File: src/rtl/gfx_pkg.sv
// Shared definitions for the graphics write-path arbiter: default widths,
// arbiter state encoding and the "nothing written" byte-mask constant.
package gfx_pkg;

    localparam int ADDR_W      = 31;
    localparam int DATA_W      = 128;
    localparam int MASK_W      = 16;
    localparam int BURST_BEATS = 2;

    // Mask bits are active-high (1 = byte masked), so all ones writes nothing.
    localparam logic [MASK_W-1:0] MASK_NONE = '1;

    typedef enum logic {
        IDLE = 1'b0,
        OWN  = 1'b1
    } arb_state_t;

    // One-hot grant vector for a requester index (0 -> 01, 1 -> 10).
    function automatic logic [1:0] onehot2(input logic sel);
        return sel ? 2'b10 : 2'b01;
    endfunction

endpackage

File: src/rtl/gfx_rr_pick2.sv
// Two-way round-robin picker: a lone requester wins outright; on a tie the
// requester that did not own the previous burst wins.
module gfx_rr_pick2 (
    input  logic [1:0] req_i,
    input  logic       last_owner_i,
    output logic [1:0] win_o
);

    // Pure combinational pick; last_owner_i = 1 means r1 owned the last burst.
    always_comb begin
        win_o = 2'b00;
        case (req_i)
            2'b01:   win_o = 2'b01;
            2'b10:   win_o = 2'b10;
            2'b11:   win_o = last_owner_i ? 2'b01 : 2'b10;
            default: win_o = 2'b00;
        endcase
    end

endmodule

File: src/rtl/gfx_wr_arbiter.sv
// Shares one DDR write path (address FIFO + write-data FIFO) between the line
// engine (r0) and the frame filler (r1). Whole bursts are granted round-robin
// so address/data entries of the two requesters never interleave.
module gfx_wr_arbiter #(
    parameter int ADDR_W      = gfx_pkg::ADDR_W,
    parameter int DATA_W      = gfx_pkg::DATA_W,
    parameter int MASK_W      = gfx_pkg::MASK_W,
    parameter int BURST_BEATS = gfx_pkg::BURST_BEATS
) (
    input  logic              clk,
    input  logic              rst,
    input  logic [ADDR_W-1:0] r0_af_addr_din,
    input  logic              r0_af_wr_en,
    input  logic [DATA_W-1:0] r0_wdf_din,
    input  logic [MASK_W-1:0] r0_wdf_mask_din,
    input  logic              r0_wdf_wr_en,
    output logic              r0_af_full,
    output logic              r0_wdf_full,
    input  logic [ADDR_W-1:0] r1_af_addr_din,
    input  logic              r1_af_wr_en,
    input  logic [DATA_W-1:0] r1_wdf_din,
    input  logic [MASK_W-1:0] r1_wdf_mask_din,
    input  logic              r1_wdf_wr_en,
    output logic              r1_af_full,
    output logic              r1_wdf_full,
    input  logic              af_full,
    input  logic              wdf_full,
    output logic [ADDR_W-1:0] af_addr_din,
    output logic              af_wr_en,
    output logic [DATA_W-1:0] wdf_din,
    output logic [MASK_W-1:0] wdf_mask_din,
    output logic              wdf_wr_en,
    output logic [1:0]        grant,
    output logic              busy
);
    import gfx_pkg::*;

    localparam int CNT_W = (BURST_BEATS > 1) ? $clog2(BURST_BEATS) : 1;
    localparam logic [CNT_W-1:0] LAST_BEAT = CNT_W'(BURST_BEATS - 1);

    arb_state_t       state_q;
    logic             owner_q;
    logic             last_owner_q;
    logic [CNT_W-1:0] beat_cnt_q;
    logic [1:0]       grant_q;
    logic             busy_q;

    // Per-requester views so the owner can be selected by index.
    logic [1:0]        req_af_en;
    logic [1:0]        req_wdf_en;
    logic [ADDR_W-1:0] req_addr [2];
    logic [DATA_W-1:0] req_data [2];
    logic [MASK_W-1:0] req_mask [2];
    logic [1:0]        rq_af_full;
    logic [1:0]        rq_wdf_full;
    logic [1:0]        pick_win;

    assign req_af_en   = {r1_af_wr_en, r0_af_wr_en};
    assign req_wdf_en  = {r1_wdf_wr_en, r0_wdf_wr_en};
    assign req_addr[0] = r0_af_addr_din;
    assign req_addr[1] = r1_af_addr_din;
    assign req_data[0] = r0_wdf_din;
    assign req_data[1] = r1_wdf_din;
    assign req_mask[0] = r0_wdf_mask_din;
    assign req_mask[1] = r1_wdf_mask_din;

    gfx_rr_pick2 u_pick (
        .req_i        (req_af_en),
        .last_owner_i (last_owner_q),
        .win_o        (pick_win)
    );

    logic in_own;
    logic first_beat;
    logic head_ok;
    logic tail_ok;
    logic beat_acc;

    assign in_own     = (state_q == OWN);
    assign first_beat = (beat_cnt_q == '0);
    // Address and first data beat only move together, and only when both
    // downstream FIFOs have room.
    assign head_ok    = req_af_en[owner_q] & req_wdf_en[owner_q] & ~af_full & ~wdf_full;
    assign tail_ok    = req_wdf_en[owner_q] & ~wdf_full;
    assign beat_acc   = in_own & (first_beat ? head_ok : tail_ok);

    assign af_wr_en  = in_own & first_beat & head_ok;
    assign wdf_wr_en = beat_acc;

    // Back-pressure: everyone but the current owner sees both FIFOs full.
    for (genvar gi = 0; gi < 2; gi++) begin : g_req
        logic is_owner;
        assign is_owner        = in_own & (owner_q == 1'(gi));
        assign rq_af_full[gi]  = is_owner ? (first_beat ? (af_full | wdf_full) : 1'b1)     : 1'b1;
        assign rq_wdf_full[gi] = is_owner ? (first_beat ? (af_full | wdf_full) : wdf_full) : 1'b1;
    end

    assign r0_af_full  = rq_af_full[0];
    assign r0_wdf_full = rq_wdf_full[0];
    assign r1_af_full  = rq_af_full[1];
    assign r1_wdf_full = rq_wdf_full[1];

    // Route the owner's address/data/mask downstream; drive inert values when idle.
    always_comb begin
        af_addr_din  = '0;
        wdf_din      = '0;
        wdf_mask_din = {MASK_W{MASK_NONE[0]}};
        if (in_own) begin
            af_addr_din  = req_addr[owner_q];
            wdf_din      = req_data[owner_q];
            wdf_mask_din = req_mask[owner_q];
        end
    end

    // Burst ownership FSM: latch a winner in IDLE, release after the last beat.
    always_ff @(posedge clk) begin
        if (!rst) begin
            state_q      <= IDLE;
            owner_q      <= 1'b0;
            last_owner_q <= 1'b1;
            beat_cnt_q   <= '0;
            grant_q      <= 2'b00;
            busy_q       <= 1'b0;
        end else begin
            case (state_q)
                IDLE: begin
                    beat_cnt_q <= '0;
                    if (|pick_win) begin
                        state_q <= OWN;
                        owner_q <= pick_win[1];
                        grant_q <= onehot2(pick_win[1]);
                        busy_q  <= 1'b1;
                    end
                end
                OWN: begin
                    if (beat_acc) begin
                        if (beat_cnt_q == LAST_BEAT) begin
                            state_q      <= IDLE;
                            beat_cnt_q   <= '0;
                            last_owner_q <= owner_q;
                            grant_q      <= 2'b00;
                            busy_q       <= 1'b0;
                        end else begin
                            beat_cnt_q <= beat_cnt_q + CNT_W'(1);
                        end
                    end
                end
                default: state_q <= IDLE;
            endcase
        end
    end

    assign grant = grant_q;
    assign busy  = busy_q;

endmodule
File: config.mk
export PLATFORM = sky130hd
export DESIGN_NAME = gfx_wr_arbiter
export DESIGN_NICKNAME = d
export VERILOG_FILES = /design/src/rtl/gfx_pkg.sv /design/src/rtl/gfx_rr_pick2.sv /design/src/rtl/gfx_wr_arbiter.sv
export SDC_FILE = /design/constraint.sdc
export NUM_CORES = 1
export LEC_CHECK = 0
export ABC_AREA = 1
export CORE_AREA = 10 10 202 204
export CTS_BUF_LIST = sky130_fd_sc_hd__clkbuf_16
export DETAILED_ROUTE_END_ITERATION = 16
export DIE_AREA = 0 0 212 214
export SKIP_LAST_GASP = 1
export SLEW_MARGIN = 20
export SYNTH_ARGS = -nofsm -noshare
export SYNTH_HDL_FRONTEND = slang
export SYNTH_SLANG_ARGS = --single-unit
export TNS_END_PERCENT = 1
File: constraint.sdc
create_clock -name clk -period 2.31 [get_ports clk]
set_input_delay 0.231 -clock clk [delete_from_list [all_inputs] [get_ports clk]]
set_output_delay 0.231 -clock clk [all_outputs]
set_load 0.02 [all_outputs]
# After elaboration in Yosys (flattened, before gate mapping)
# Cells that the tools add are included.
[totals]
regBits = 7
inputBits = 358
output_inout_bits = 184
elab_cells = 76
[classes]
add_sub_neg = 1
magnitude_cmp = 2
eq_ne = 6
n_mux = 41
n_bitwise = 16
n_reduce_logical = 4
[op_table]
columns = ["operator", "n"]
rows = [
  ["$mux 128", 4],
  ["$mux 31", 4],
  ["$mux 16", 4],
  ["$mux 1", 19],
  ["$mux 2", 5],
  ["$and 1x1->1", 9],
  ["$pmux 1 s2", 3],
  ["$pmux 2 s3", 1],
  ["$reduce_and 3->1", 2],
  ["$not 1->1", 5],
  ["$eq 2x2->1 const B", 2],
  ["$ne 2x2->1 const B", 2],
  ["$pmux 2 s2", 1],
  ["$eq 2x1->1 const B", 1],
  ["$ge 2x2->1 const B", 1],
  ["$lt 1x2->1 const B", 1],
  ["$ne 2x1->1 const B", 1],
  ["$not 1->2", 1],
  ["$reduce_and 2->1", 1],
  ["$reduce_or 2->1", 1],
  ["$add 1x1->1 const B", 1],
  ["$or 1x1->1", 1],
]

# Longest topological paths before layout
# Gate-level depths: netlist (run 1).
[depth]
ltp_word = 9
mapped_depth = 9
depth_no_buf = 8

# Cells and area by module
# From an unflattened synthesis (run 1), not the netlist that was laid out.
[hier_totals]
hier_cells = 271
hier_area_um2 = 2100.8
[by_module_without_submodules]
columns = ["module", "n_inst", "cells_each", "area_per_inst_um2", "seq_area_each_um2"]
rows = [
  ["gfx_wr_arbiter", 1, 266, 2079.5, 140.1],
  ["gfx_rr_pick2", 1, 5, 21.3, 0.0],
]

# Worst setup path after synthesis (run 1)
# No wires, ideal clock.
[synth_timing]
path_type = "reg2out"
from = "reg owner_q"
to = "out wdf_din[100]"
arrival_time_ps = 1221
required_time_ps = 2079
setup_slack_ps = 858
stages_incl_launch_ff = 7
path_buffers = 3
cell_sequence = "dfxtp_1 > clkbuf_2 > nand2_2 > inv_2 > buf_6 > buf_2 > a22o_1"
[synth_between]
elab_chain_len = 5
[synth_rtl]
columns = ["element", "line_no", "rtl"]
rows = [
  ["start: declaration", "gfx_wr_arbiter.sv:42", "logic owner_q;"],
  ["start signal: assignment", "gfx_wr_arbiter.sv:130", "owner_q <= pick_win[1];"],
  ["$not 1->2 (implied by the code)", "gfx_wr_arbiter.sv:110", "wdf_din = req_data[owner_q];"],
  ["$mux 128 (implied by the code) (3 in a row)", "gfx_wr_arbiter.sv:110", ""],
  ["$mux 128", "gfx_wr_arbiter.sv:108", "if (in_own) begin"],
  ["end: declaration", "gfx_wr_arbiter.sv:30", "output logic [DATA_W-1:0] wdf_din,"],
]
# Every way passes these cells. The select of a mux whose other input is x is not followed.

# Worst setup path after layout (run 1)
[layout_timing]
from = "reg owner_q"
to = "out af_addr_din[30]"
[layout_between]
elab_chain_len = 5
[layout_rtl]
columns = ["element", "line_no", "rtl"]
rows = [
  ["$not 1->2 (implied by the code)", "gfx_wr_arbiter.sv:109", "af_addr_din = req_addr[owner_q];"],
  ["$mux 31 (implied by the code) (3 in a row)", "gfx_wr_arbiter.sv:109", ""],
  ["$mux 31", "gfx_wr_arbiter.sv:108", ""],
  ["end: declaration", "gfx_wr_arbiter.sv:28", "output logic [ADDR_W-1:0] af_addr_din,"],
]
# Every way passes these cells. The select of a mux whose other input is x is not followed.

==> out/qor.csv, run 1 <==
metric,value,unit
crit share post-route,102.3,%
core area,37040,um^2
Die Y,214,um
worst setup margin,-52.82,ps
WHS Endpoint,grant[0]$_SDFFE_PN0P_,
top_reg_cell synth,dfxtp_1,
DRT Pass-1 Iters,4,
register bit total from synthesis,7,
Slew headroom,70.25,%
Placed Cells,1272,
min Tclk post-route,2363,ps
vias in the first global route,4999,
post-DP HPWL,23860,um
routability cong.,0.8910,
unrepaired setup endpoints after global routing,true,
Mapped Area,2121,um^2
Yosys top cell by area,a22o_1,
CP arrival,2130,ps
worst slew pin tran,441.6,ps
Fin. Hold Viols,0,
Cell variety after synth,23,
FF-to-FF Start,owner_q$_SDFFE_PN0P_,
CTS tree,done,
most frequent cell after synthesis,a22o_1,
top cell type's share of synthesized area,65.66,%
Hold Crit Class,reg2reg,
clock skew,1.421,ps
GRT overflow,0,
Post-Route WL,26730,um
Initial Utilization,5.725,%
Peak VDD IR,0.1935,mV
max_cap viols,0,
die area,45370,um^2
setup violators final,54,
Setup WS pre-CTS,86.72,ps
Layout area overhead,295.3,%
flop-to-flop setup slack,1020,ps
crit-path max FO,76,
fmax,423.2,MHz
Synth Warn #,0,
antenna violation net count after detailed routing,0,
Clock Latency Late Sink,230,ps
clock sink count,7,
net count after synthesis,630,
GRT Total Usage,10.59,%
cts hold-fix bufs,0,
row cnt,71,
Num CTS Buffers,3,
synth top area cells,"a22o_1 (66%), dfxtp_1 (6.6%), o22a_1 (6.6%)",
CP Capture Type,output pin,
Iter 0 DRT Violations,258,
post-CTS resize count,1,
die width,212,um
Vias/cell,3.615,
post-synthesis sequential area ratio,6.608,%
Post-CTS Setup Repair Bufs,0,
failing checks,setup timing,
post-route design area,8384,um^2
CP Class,reg2out,
Clock transition at path regs,40,ps
fillers,4063,
post-layout util,22.63,%
CP Data Required Time,2080,ps
IO Count,542,
length in cells of the worst reg-to-reg path,8,
Avg WL per Cell,20.92,um
number of synthesized flops with an enable pin,0,
fin. max-slew vios,0,
Vias,4620,
Power Density,280.0,nW/um^2
H-Tree Depth,1,
layout cells sized above 1,6.110,%
HP Start,grant[0]$_SDFFE_PN0P_,
DP Area,8299,um^2
setup total negative slack,-776.0,ps
drc violations,0,
hold depth,2,
Final nets,1161,
pin count of the biggest net entering global routing,77,
Non-Filler Instances,1278,
IO Port Bufs,541,
Avg Inst Size Synth,7.797,um^2
maximum root-to-sink buffer count,2,
Post-Syn Instances,272,
clk root buf,clkbuf_16,
Post-synth ARST share,0,%
commonest cells in the netlist,"a22o_1 (159), buf_2 (25), nand2_1 (21)",
RR Endpoint,grant[0]$_SDFFE_PN0P_,
global-route wire length before repair,36010,um
status,"complete, but fails checks",
crit start category,flip-flop,
Leakage,3.226,nW
initial antenna violation count,3,
[report_power, final]
group          switching [W]  internal, W  total (W)
sequential        0.00000660     0.000128   0.000135
combinational       0.000778      0.00114    0.00192
clock              0.0000661     0.000225   0.000291
[registers in the layout, indices dropped and copies added, names as in the netlist]
name / flops
in_own: 1
busy: 1
grant: 2
last_owner_q: 1
beat_cnt_q: 1
owner_q: 1
[critical path, cell delays in order, from the launching register on]
cell	delay, ps
dfxtp_1	460
nand2_2	120
inv_4	100
buf_12	260
a22o_1	260
clkdlybuf4s50_1	630
[worst max path at each step]
stage	start	to	slack [ps]	cells past startpoint
4_1_cts	in_own$_SDFF_PN0_	wdf_din[57]	-110	6
6_report	owner_q$_SDFFE_PN0P_	af_addr_din[30]	-50	5
5_1_grt	in_own$_SDFF_PN0_	af_addr_din[2]	-160	6
2_1_floorplan	owner_q$_SDFFE_PN0P_	wdf_din[100]	860	6
3_5_place_dp	in_own$_SDFF_PN0_	af_addr_din[10]	90	6
3_3_place_gp	in_own$_SDFF_PN0_	af_addr_din[10]	100	6
[placed cells by master, fill, tap and decap left out, drive strengths merged, types with 2 or more instances in the layout]
cell / n
nand2: 22
a22o: 159
nand3: 4
dfxtp: 7
clkdlybuf4s50: 520
a21oi: 6
o22a: 16
inv: 11
nor2: 6
clkbuf: 3
diode: 2
buf: 41
[cells by family after synthesis]
family,after synthesis,synth area share (%)
buf+inv,47,11.80
compound gates,184,74.69
flops,7,6.607
simple gates,34,6.903
[routing by layer]
layer  wire length, um  part of all wire, %  global-route usage [%]
met5                 0                    0                       0
met4               622                  2.3                   2.781
met3              2886                   11                   3.975
met2             13570                   51                   19.57
met1              9649                   36                   10.86
[metrics by stage]
| step | hold WS (ps) | power [W] |
|---|---|---|
| after floorplan | 329.6 | 0.0007768 |
| after global placement | 465.4 | 0.002077 |
| after CTS | 478.7 | 0.002383 |
| after global routing | 508.9 | 0.002459 |
| final | 475.3 | 0.002348 |
| after detailed placement | 471.6 | 0.002081 |
[cell type report]
| class | count | area, um^2 | share of cell area (%) |
|---|---|---|---|
| timing repair buffer | 563 | 5797 | 69.14 |
| clock inverter | 1 | 3.754 | 0.04477 |
| tap | 474 | 593.1 | 7.074 |
| clock buffer | 3 | 75.07 | 0.8954 |
| inverter | 10 | 40.04 | 0.4775 |
| antenna | 2 | 5.005 | 0.05969 |
| multi-input combinational | 218 | 1730 | 20.64 |
| sequential | 7 | 140.1 | 1.671 |
No activity file was read; power rests on OpenSTA's default activity.
==> run 2, diff against run 1 <==
Settings changed: CORE_AREA 10 10 202 204 to 10 10 200 202, DIE_AREA 0 0 212 214 to 0 0 210 212, DONT_BUFFER_PORTS set to 1, PLACE_DENSITY set to 0.3.
==> out/qor.csv, run 2 (synthesized netlist as in run 1, its figures left out) <==
metric,value,unit
GRT overflow,0,
min Tclk post-route,1964,ps
clk root buf,clkbuf_16,
status,"finished, final reports clean",
Post-CTS Setup Repair Bufs,0,
clock skew,0.8811,ps
Num CTS Buffers,3,
Layout area overhead,31.33,%
CP Class,reg2out,
length in cells of the worst reg-to-reg path,7,
crit-path max FO,98,
clock sink count,7,
die width,210,um
setup violators final,0,
Slew headroom,68.95,%
IO Count,542,
multi-input logic area,1730,um^2
"commonest non-fill, non-tap cell in the layout",a22o_1,
routability cong.,0.7625,
fmax,509.3,MHz
Placed Cells,717,
Initial Utilization,5.877,%
die area,44520,um^2
hold depth,1,
most frequent cells in the layout,"a22o_1 (159), nand2_1 (21), o22a_1 (16)",
max reg flops,2,
Die Y,212,um
antenna violation net count after detailed routing,0,
flop-to-flop setup slack,1000,ps
Avg WL per Cell,29.01,um
crit start category,flip-flop,
Leakage,1.020,nW
Vias,2725,
Fin. Hold Viols,0,
cts hold-fix bufs,0,
row cnt,70,
CP Capture Type,output pin,
H-Tree Depth,1,
unrepaired setup endpoints after global routing,false,
setup total negative slack,0,ps
global-route wire length before repair,26380,um
Power Density,423.6,nW/um^2
Clock Latency Late Sink,230,ps
pin count of the biggest net entering global routing,99,
layout cells sized above 1,8.696,%
Register Area,140.1,um^2
fillers,4211,
Iter 0 DRT Violations,155,
CP arrival,1730,ps
IO Port Bufs,0,
initial antenna violation count,10,
Hold Crit Class,in2reg,
GRT Total Usage,8.094,%
post-DP HPWL,19400,um
Clock transition at path regs,40,ps
Peak VDD IR,0.2064,mV
DRT Pass-1 Iters,5,
Vias/cell,3.769,
Post-Route WL,20980,um
CP Data Required Time,2080,ps
crit share post-route,85.00,%
post-layout util,7.718,%
maximum root-to-sink buffer count,2,
post-CTS resize count,0,
max_cap viols,0,
fin. max-slew vios,0,
worst slew pin tran,460.9,ps
Final nets,612,
core area,36080,um^2
vias in the first global route,2836,
Pwr Total,0.001180,W
Non-Filler Instances,723,
drc violations,0,
CTS tree,done,
run 2: cell count changes in the layout (fill, tap and decap cells not counted):
cell / delta
dlymetal6s2s_1: -1
buf_12: -13
buf_4: -14
clkdlybuf4s50_1: -520
dlygate4sd2_1: -1
run 2: layer usage:
layer | routed length (um) | global-route usage, % | vias to the layer above
li1 | - | - | 1106
met1 | 6226 | 7.349 | 1250
met2 | 11260 | 15.26 | 330
met3 | 3275 | 5.268 | 29
met4 | 136 | 0.6698 | 10
met5 | 74 | 0 | -
run 2: critical path, cell delays in order, from the launching register on:
cell	delay (ps)
dfxtp_1	410
inv_2	100
nor2_4	150
buf_12	300
a22o_1	430
run 2: path summary, 6_finish.rpt:
check                            startpoint                         to
hold reg to reg   last_owner_q$_SDFFE_PN1P_  last_owner_q$_SDFFE_PN1P_
hold / removal                          rst  last_owner_q$_SDFFE_PN1P_
setup / recovery          in_own$_SDFF_PN0_                wdf_din[97]
setup reg to reg       owner_q$_SDFFE_PN0P_      grant[0]$_SDFFE_PN0P_
run 2: report_power, final:
group | internal [W] | leakage [nW] | switching, W
Clock | 0.000225 | 0.0423 | 0.0000638
Combinational | 0.000213 | 0.920 | 0.000538
Sequential | 0.000128 | 0.0576 | 0.0000117
run 2: cell type report:
class | count | area share [%]
Antenna cell | 2 | 0.1797
Multi-Input combinational cell | 218 | 62.13
Clock inverter | 1 | 0.1348
Inverter | 10 | 1.438
Tap cell | 468 | 21.02
Sequential cell | 7 | 5.031
Clock buffer | 3 | 2.695
Timing Repair Buffer | 14 | 7.367
run 2: through the flow:
step	worst slack, ps	cell area, um^2	hold slack, ps
2_1_floorplan	858.1	2121	329.6
4_1_cts	320.0	2780	107.7
3_5_place_dp	568.7	2701	342.8
5_1_grt	224.1	2783	115.8
3_3_place_gp	570.6	2701	339.3
6_report	346.4	2785	104.4
==> run 3, diff against run 2 <==
Settings changed: ABC_CLOCK_PERIOD_IN_PS set to 2310, PLACE_DENSITY 0.3 to unset, PLACE_DENSITY_LB_ADDON set to 0.1.
==> out/qor.csv, run 3 (synthesized netlist as in run 1, its figures left out) <==
metric,value,unit
Post-CTS Setup Repair Bufs,0,
Power Density,423.1,nW/um^2
setup total negative slack,0,ps
Crit-path slowest cell,dfxtp_1,
Iter 0 DRT Violations,120,
Placed Cells,716,
Num CTS Buffers,3,
layout cells sized above 1,8.333,%
Post-Route WL,18490,um
core area,36080,um^2
vias in the first global route,2820,
crit share post-route,92.70,%
setup violators final,0,
fillers,4203,
max reg flops,2,
CP Capture Type,output pin,
H-Tree Depth,1,
die area,44520,um^2
maximum root-to-sink buffer count,2,
row cnt,70,
cts hold-fix bufs,0,
crit-path max FO,77,
CP Class,reg2out,
GRT Total Usage,6.863,%
Non-Filler Instances,722,
routability cong.,0.7660,
clock sink count,7,
die width,210,um
CP bufs+invs,2,
Hold Crit Class,in2reg,
global-route wire length before repair,23260,um
clk root buf,clkbuf_16,
Clock Latency Late Sink,230,ps
CP arrival,1910,ps
fmax,467.0,MHz
Final nets,611,
Setup WS pre-CTS,374.0,ps
DRT Pass-1 Iters,4,
pin count of the biggest net entering global routing,85,
Clock transition at path regs,40,ps
most frequent cells in the layout,"a22o_1 (159), nand2_1 (21), o22a_1 (16)",
GRT overflow,0,
min Tclk post-route,2141,ps
CP peak stage delay,490,ps
IO Port Bufs,0,
Avg WL per Cell,25.61,um
Initial Utilization,5.877,%
CP Data Required Time,2080,ps
worst slew pin tran,479.0,ps
Vias,2693,
clock skew,3.310,ps
Leakage,1.024,nW
Die Y,212,um
CTS tree,done,
antenna violation net count after detailed routing,0,
Vias/cell,3.730,
max_cap viols,0,
critical path's top delay family,flip-flops,
post-CTS resize count,0,
status,"finished, final reports clean",
drc violations,0,
crit start category,flip-flop,
initial antenna violation count,3,
fin. max-slew vios,0,
IO Count,542,
worst path cell trace,nand2_2 > inv_4 > buf_12 > a22o_1,
"commonest non-fill, non-tap cell in the layout",a22o_1,
Layout area overhead,32.15,%
unrepaired setup endpoints after global routing,false,
post-DP HPWL,17020,um
worst setup margin,168.5,ps
Slew headroom,67.73,%
Peak VDD IR,0.1984,mV
Fin. Hold Viols,0,
==> run 3: cell count changes in the layout (fill, tap and decap cells not counted) <==
cell,delta
buf_12,+2
buf_4,-3
==> run 3: per-layer routing <==
layer  GRT usage [%]  vias up  share of wire [%]
li1                -     1102                  -
met1           6.104     1278                 30
met2           13.47      305                 56
met3           3.375        8                 13
met4           1.588        0                1.2
met5               0        -                  0
==> run 3: path summary, 6_finish.rpt <==
path / startpoint / endpoint / slack [ps] / cells after the start
worst max-delay path: owner_q$_SDFFE_PN0P_ / af_addr_din[30] / 170 / 4
worst min-delay path: rst / last_owner_q$_SDFFE_PN1P_ / 100 / 1
worst max register to register: owner_q$_SDFFE_PN0P_ / grant[0]$_SDFFE_PN0P_ / 910 / 7
worst min register to register: last_owner_q$_SDFFE_PN1P_ / last_owner_q$_SDFFE_PN1P_ / 480 / 2
==> run 3: final cells by class <==
cell class	count	area [um^2]	share of cell area (%)
antenna	2	5.005	0.1786
clock buffer	3	75.07	2.679
clock inverter	1	3.754	0.1339
inverter	10	40.04	1.429
multi-input combinational	218	1730	61.74
sequential	7	140.1	5.000
tap	468	585.6	20.89
timing repair buffer	13	222.7	7.946
==> run 3: worst reg2reg max path: cells and delay by family (launching register included) <==
kind          cells  cell delay, ps
buf+inv           1             120
simple gates      6             670
flops             1             490
==> run 3: where the power goes <==
group	switching, W	internal, W	total, W
Sequential	0.0000124	0.000128	0.000140
Combinational	0.000536	0.000220	0.000755
Clock	0.0000649	0.000225	0.000290
Total	0.000613	0.000573	0.00119
==> run 3: through the flow <==
| stage | power, W | hold WS [ps] | area [um^2] | utilization (%) |
|---|---|---|---|---|
| 2_1_floorplan | 0.0007768 | 329.6 | 2121 | - |
| 3_3_place_gp | 0.0009129 | 335.3 | 2719 | 7.535 |
| 3_5_place_dp | 0.0009048 | 341.5 | 2719 | 7.535 |
| 4_1_cts | 0.001205 | 102.6 | 2798 | 7.753 |
| 5_1_grt | 0.001240 | 112.1 | 2803 | 7.767 |
| 6_report | 0.001186 | 103.5 | 2803 | 7.767 |
